[src/rtl/stepper_phase_driver.sv]
// Converts step/dir pulses into four bipolar coil drives with half/full-step sequencing, position count and PWM hold.
// Latency: step first sampled high at edge k -> event after k+1, index/position at k+2, coil at k+3.
// No backpressure: every enabled step event is executed; events closer than MIN_STEP_CYCLES set a sticky fault.
module stepper_phase_driver #(
    parameter int unsigned IDLE_TIMEOUT_CYCLES = 5_000_000,
    parameter int unsigned HOLD_PWM_PERIOD     = 100,
    parameter int unsigned HOLD_PWM_DUTY       = 30,
    parameter int unsigned MIN_STEP_CYCLES     = 4
) (
    input  logic        clk,
    input  logic        reset,
    input  logic        step,
    input  logic        dir,
    input  logic        enable,
    input  logic        half_step,
    input  logic        pos_clear,
    input  logic        fault_clear,
    output logic [3:0]  coil,
    output logic [31:0] position,
    output logic        idle,
    output logic        fault
);

    localparam int IDLE_W = $clog2(IDLE_TIMEOUT_CYCLES + 1);
    localparam int PWM_W  = $clog2(HOLD_PWM_PERIOD);
    localparam int GAP_W  = (MIN_STEP_CYCLES < 1) ? 1 : $clog2(MIN_STEP_CYCLES + 1);

    localparam logic [IDLE_W-1:0] IDLE_MAX = IDLE_W'(IDLE_TIMEOUT_CYCLES);
    localparam logic [PWM_W-1:0]  PWM_LAST = PWM_W'(HOLD_PWM_PERIOD - 1);
    localparam logic [PWM_W:0]    PWM_DUTY = (PWM_W + 1)'(HOLD_PWM_DUTY);
    localparam logic [GAP_W-1:0]  GAP_MAX  = GAP_W'(MIN_STEP_CYCLES);
    // Gap value loaded on an event: one cycle has elapsed by the time the counter is next read.
    localparam logic [GAP_W-1:0]  GAP_ONE  = (MIN_STEP_CYCLES >= 1) ? GAP_W'(1) : '0;

    logic              step_s1_q, step_s1_d;
    logic              step_s2_q, step_s2_d;
    logic              step_s2_dly_q, step_s2_dly_d;
    logic              dir_s1_q, dir_s1_d;
    logic              dir_s2_q, dir_s2_d;
    logic [2:0]        phase_q, phase_d;
    logic [31:0]       position_q, position_d;
    logic [IDLE_W-1:0] idle_cnt_q, idle_cnt_d;
    logic              idle_q, idle_d;
    logic [PWM_W-1:0]  pwm_cnt_q, pwm_cnt_d;
    logic [GAP_W-1:0]  gap_q, gap_d;
    logic              fault_q, fault_d;
    logic [3:0]        coil_q, coil_d;

    logic              step_evt;
    logic              too_fast;
    logic              pwm_on;
    logic [2:0]        phase_inc;
    logic [3:0]        pattern;

    // Two-flop synchronisers for step and dir, plus the delayed step copy for edge detection
    always_comb begin
        step_s1_d     = step;
        step_s2_d     = step_s1_q;
        step_s2_dly_d = step_s2_q;
        dir_s1_d      = dir;
        dir_s2_d      = dir_s1_q;
        step_evt      = step_s2_q & ~step_s2_dly_q & enable;
    end

    // Phase index: half-step moves by one; full-step moves by two from odd states, by one from even to snap onto them
    always_comb begin
        phase_inc = (half_step || !phase_q[0]) ? 3'd1 : 3'd2;
        phase_d   = phase_q;
        if (step_evt) begin
            phase_d = dir_s2_q ? (phase_q + phase_inc) : (phase_q - phase_inc);
        end
    end

    // Signed position count, wrapping freely; clear overrides a coincident step
    always_comb begin
        position_d = position_q;
        if (pos_clear) begin
            position_d = '0;
        end else if (step_evt) begin
            position_d = dir_s2_q ? (position_q + 32'd1) : (position_q - 32'd1);
        end
    end

    // Idle timeout: saturating counter cleared by any event; idle follows the counter reaching the limit
    always_comb begin
        if (step_evt) begin
            idle_cnt_d = '0;
        end else if (idle_cnt_q == IDLE_MAX) begin
            idle_cnt_d = idle_cnt_q;
        end else begin
            idle_cnt_d = idle_cnt_q + IDLE_W'(1);
        end
        idle_d = (idle_cnt_d == IDLE_MAX);
    end

    // Free-running hold PWM counter
    always_comb begin
        pwm_cnt_d = (pwm_cnt_q == PWM_LAST) ? '0 : (pwm_cnt_q + PWM_W'(1));
        pwm_on    = ({1'b0, pwm_cnt_q} < PWM_DUTY);
    end

    // Step spacing monitor: sticky fault, where a new violation beats a coincident clear
    always_comb begin
        too_fast = step_evt && (gap_q < GAP_MAX);
        if (step_evt) begin
            gap_d = GAP_ONE;
        end else if (gap_q < GAP_MAX) begin
            gap_d = gap_q + GAP_W'(1);
        end else begin
            gap_d = gap_q;
        end
        fault_d = fault_q;
        if (fault_clear) begin
            fault_d = 1'b0;
        end
        if (too_fast) begin
            fault_d = 1'b1;
        end
    end

    // Coil pattern lookup ({A+,A-,B+,B-}) and drive gating by enable and hold PWM
    always_comb begin
        case (phase_q)
            3'd0:    pattern = 4'b1000;
            3'd1:    pattern = 4'b1010;
            3'd2:    pattern = 4'b0010;
            3'd3:    pattern = 4'b0110;
            3'd4:    pattern = 4'b0100;
            3'd5:    pattern = 4'b0101;
            3'd6:    pattern = 4'b0001;
            default: pattern = 4'b1001;
        endcase
        if (!enable) begin
            coil_d = 4'b0000;
        end else if (idle_q) begin
            coil_d = pattern & {4{pwm_on}};
        end else begin
            coil_d = pattern;
        end
    end

    // State registers with synchronous active-low reset
    always_ff @(posedge clk) begin
        if (!reset) begin
            step_s1_q     <= 1'b0;
            step_s2_q     <= 1'b0;
            step_s2_dly_q <= 1'b0;
            dir_s1_q      <= 1'b0;
            dir_s2_q      <= 1'b0;
            phase_q       <= 3'd0;
            position_q    <= '0;
            idle_cnt_q    <= '0;
            idle_q        <= 1'b0;
            pwm_cnt_q     <= '0;
            gap_q         <= GAP_MAX;
            fault_q       <= 1'b0;
            coil_q        <= 4'b0000;
        end else begin
            step_s1_q     <= step_s1_d;
            step_s2_q     <= step_s2_d;
            step_s2_dly_q <= step_s2_dly_d;
            dir_s1_q      <= dir_s1_d;
            dir_s2_q      <= dir_s2_d;
            phase_q       <= phase_d;
            position_q    <= position_d;
            idle_cnt_q    <= idle_cnt_d;
            idle_q        <= idle_d;
            pwm_cnt_q     <= pwm_cnt_d;
            gap_q         <= gap_d;
            fault_q       <= fault_d;
            coil_q        <= coil_d;
        end
    end

    assign coil     = coil_q;
    assign position = position_q;
    assign idle     = idle_q;
    assign fault    = fault_q;

endmodule
[config.mk]
export PLATFORM = sky130hd
export DESIGN_NAME = stepper_phase_driver
export DESIGN_NICKNAME = d
export VERILOG_FILES = /design/src/rtl/stepper_phase_driver.sv
export SDC_FILE = /design/constraint.sdc
export NUM_CORES = 1
export LEC_CHECK = 0
export CAP_MARGIN = 20
export CORE_UTILIZATION = 30
export DETAILED_ROUTE_END_ITERATION = 8
export SYNTH_ARGS = -nofsm -noshare
export SYNTH_HDL_FRONTEND = slang
export SYNTH_SLANG_ARGS = --single-unit
[constraint.sdc]
create_clock -name clk -period 3.5 [get_ports clk]
set_input_delay 0.7 -clock clk [delete_from_list [all_inputs] [get_ports clk]]
set_output_delay 0.7 -clock clk [all_outputs]
set_load 0.01 [all_outputs]
==> summary.txt <==
Outcome
  • Status: completed

Global route
  • First-pass GRT wire length: 18,500 µm
  • Largest net degree at the start of global routing: 41
  • Total gr overflow: 0
  • Number of global-route vias before repair: 3,943
  • Tot GR Track Use: 14.3%
  • Initial antenna violation count: 0

Drt
  • Final wirelength: 11,000 µm
  • Remaining antenna violation count: 0
  • WL/cell: 13.0 µm
  • Drt pass-1 iters: 4
  • Iteration-0 DRC Markers: ~240
  • Via-per-instance ratio: 4.95
  • Drc violations: 0
  • Via Count: about 4,200

Final layout
  • Final Net Count: 669
  • Share of layout cells above drive strength 1: 7.62%
  • Layout area overhead: 21.0%
  • Finished Cell Area: 5790 µm²
  • Fillers: 1,581
  • Layout Cells excl Fill: 841
  • Ant diodes: 0

Synth
  • Syn_area_per_cell: 8.24 µm²
  • Post-synth top flop: dfxtp_1
  • Number of synthesis warnings: 0
  • Top post-synthesis cells by area: dfxtp_1, ha_1, nand2_1, a21oi_1, xnor2_1
  • Mapped Nets: 624
  • Async SR Flop Fraction: 0%
  • Post-Syn Area: 4780 µm²
  • #FFs+latches synth: 79
  • Gate Count Post-Synth: 580
  • Dominant cell type by area after synthesis: dfxtp_1
  • Post-synth EDFFs: 0
  • Share of the synthesized area in the top cell type: 33.1%
  • Synth cell types: 72
  • Post-synthesis sequential area ratio: 33.1%

Clock tree
  • TritonCTS clock tree: yes
  • Max Buffers Root-to-Sink: 2
  • Hold_buf cts: 0
  • Worst-skew pair later-pin latency: 0.36 ns
  • Clock Pin Slew Worst Setup and Hold Paths: 0.06 ns
  • H-tree depth: 3
  • Post-CTS Setup Inserts: 0
  • Post-cts sizing count: 0
  • CTS root buffer: clkbuf_16
  • Total clock sinks: 79
  • Num CTS Buffers: 9

Pwr
  • Comb power frac: 13.1%
  • P_int: 1.61 mW
  • Seq pwr share: 42.7%
  • Psw: 0.582 mW
  • Peak VDD IR: between 0.0002 and 0.0003 V
  • LEAKAGE: about 2.2 nW
  • PwrDens: 378 nW/µm²
  • Switching Fraction: 26.6%
  • Clock power share: 44.2%

Worst setup path
  • Slowest cell on crit path: a311o_1
  • Critical R2R Launch: dir_s2_q
  • Crit-path max FO: 23
  • Reg2reg end: position[18]
  • CP Cell Sequence: inv_1 > buf_4 > ha_1 > nor2b_4 > o31ai_2 > a21oi_2 > o21ai_2 > nand2b_1 > a311o_1 > a41o_1 > o21ai_2 > a2111oi_1 > a311o_1
  • FF-to-FF path depth: 13
  • Crit path kind: flip-flop to flip-flop
  • Crit path capture type: flip-flop
  • Worst Path Arrival: 3.26 ns
  • R2R Setup Slk: 0.48 ns
  • Crit path required time: around 3.7 ns
  • Worst path max stage delay: 0.34 ns
  • Critical Path Start Type: flip-flop

Timing
  • Final TNS setup: 0 ns
  • Fin crit share: 86.3%
  • Peak Freq: 331 MHz
  • Post-route minimum period: 3.02 ns
  • Final setup margin: between 0.4 and 0.5 ns
  • Fin. max-slew vios: 0
  • RSZ-0062 raised after global routing: no
  • Hold Vio Cnt, Final: 0
  • Measured slew at the worst slew-check pin: 0.643 ns
  • Clock Skew: approximately 0.010 ns
  • Final setup violation count: 0
  • Rel. slew slack: between 50% and 60%

Min path
  • Hold Crit Class: flip-flop to flip-flop
  • Hold path startpoint: step_s1_q
  • WHS Path Cells: 1
  • WHS Endpoint: step_s2_dly_d

Floorplanning
  • Ports: 46
  • Starting Density: 31.1%
  • Die width: 128 µm
  • FP Rows: 45
  • Die ar.: 16,400 µm²
  • Core area: 15,400 µm²
  • Die height: roughly 130 µm

Placed design
  • Placed cell count: 825
  • Pre-CTS setup slack: 0.474 ns
  • PortBufs: 45
  • Routability Congestion: approximately 0.95
  • HPWL after detailed placement: 8120 µm
  • Placement-stage cell area: approximately 5500 µm²

Job
  • Max Cap Violations: 0
worst max-delay path, delay by kind of cell, from the launching register on:
| family | cells | cell delay, ns |
|---|---|---|
| compound gates | 8 | 1.71 |
| fa+ha+maj | 1 | 0.33 |
| buf+inv | 2 | 0.32 |
| flops | 1 | 0.31 |
| simple gates | 2 | 0.24 |
logic make-up after synthesis:
family	count (synthesis)	share of synthesized area, %
simple gates	237	24.1
compound gates	135	19.1
flops	79	33.1
xor+xnor	54	9.89
fa+ha+maj	36	9.74
buf+inv	33	2.75
mux	6	1.31
state kept, by name (all words and copies together) (netlist names):
name,count
step_s2_dly_q,1
idle_cnt_q,23
pwm_cnt_q,7
phase_q,3
position,32
step_s1_q,1
idle,1
coil,4
gap_q,3
dir_s2_q,1
fault,1
dir_s1_q,1
step_s2_dly_d,1
metrics by stage:
step | hold WS, ns | util (%) | total power [mW]
6_report | 0.431 | 37.6 | 2.19
5_1_grt | 0.452 | 37.6 | 2.29
4_1_cts | 0.432 | 37.6 | 2.22
3_5_place_dp | 0.418 | 35.7 | 1.24
3_3_place_gp | 0.418 | 35.7 | 1.24
2_1_floorplan | 0.412 | - | 1.17
layout make-up:
class	instances	area, µm²	area share [%]
clock buffer	9	225	3.89
sequential	79	1580	27.3
multi-input combinational	468	3070	53.1
timing repair buffer	54	518	8.95
clock inverter	7	77.6	1.34
tap	211	264	4.56
inverter	13	48.8	0.843
Yosys cell counts, types with 3 or more instances:
| cell type | count |
|---|---|
| nand2b_1 | 3 |
| dfxtp_1 | 79 |
| and2_1 | 11 |
| xnor2_1 | 28 |
| a21o_1 | 11 |
| nand4_1 | 5 |
| a21boi_0 | 4 |
| o21a_1 | 4 |
| ha_1 | 34 |
| o21ai_0 | 15 |
| mux2i_1 | 4 |
| nor2b_1 | 3 |
| o211ai_1 | 4 |
| buf_2 | 3 |
| inv_1 | 13 |
| nor2_1 | 62 |
| and3_1 | 6 |
| buf_1 | 3 |
| xor2_1 | 26 |
| a21oi_1 | 54 |
| clkbuf_1 | 13 |
| o21ai_1 | 5 |
| nor3b_1 | 4 |
| nor3_1 | 11 |
| nand2_1 | 73 |
| nand3_1 | 28 |
| a211oi_1 | 8 |
| or3_1 | 5 |
| nor4_1 | 5 |
worst max path at each step:
stage / start / slack, ns / to
2_1_floorplan: dir_s2_q / 0.33 / position[18]
3_3_place_gp: dir_s2_q / 0.54 / position[18]
3_5_place_dp: dir_s2_q / 0.47 / position[18]
4_1_cts: dir_s2_q / 0.46 / position[18]
5_1_grt: dir_s2_q / 0.24 / position[18]
6_report: dir_s2_q / 0.48 / position[18]
metal layers:
| layer | GRT usage [%] | vias to the layer above | share of wire, % |
|---|---|---|---|
| li1 | - | 2149 | - |
| met1 | 17.9 | 1911 | 48 |
| met2 | 23.0 | 82 | 46 |
| met3 | 3.84 | 19 | 4.7 |
| met4 | 6.23 | 0 | 2.0 |
| met5 | 0 | - | 0 |
cells in the final DEF, fill, tap and decap left out, types with 11 or more instances in the layout:
master	count
dfxtp_1	79
nand2_1	73
nor2_1	61
a21oi_1	54
clkdlybuf4s50_1	45
ha_1	34
xnor2_1	28
nand3_1	28
xor2_1	26
o21ai_0	15
inv_1	13
and2_1	11
nor3_1	11
a21o_1	11
power groups by stage:
| stage | combinational (mW) | clock [mW] | sequential [mW] |
|---|---|---|---|
| floorplan | 0.218 | 0 | 0.951 |
| global placement | 0.283 | 0 | 0.953 |
| detailed placement | 0.287 | 0 | 0.954 |
| CTS | 0.289 | 0.998 | 0.933 |
| global route | 0.323 | 1.03 | 0.936 |
| finish | 0.287 | 0.966 | 0.933 |
Note: power is estimated with default switching activity, not from simulation.
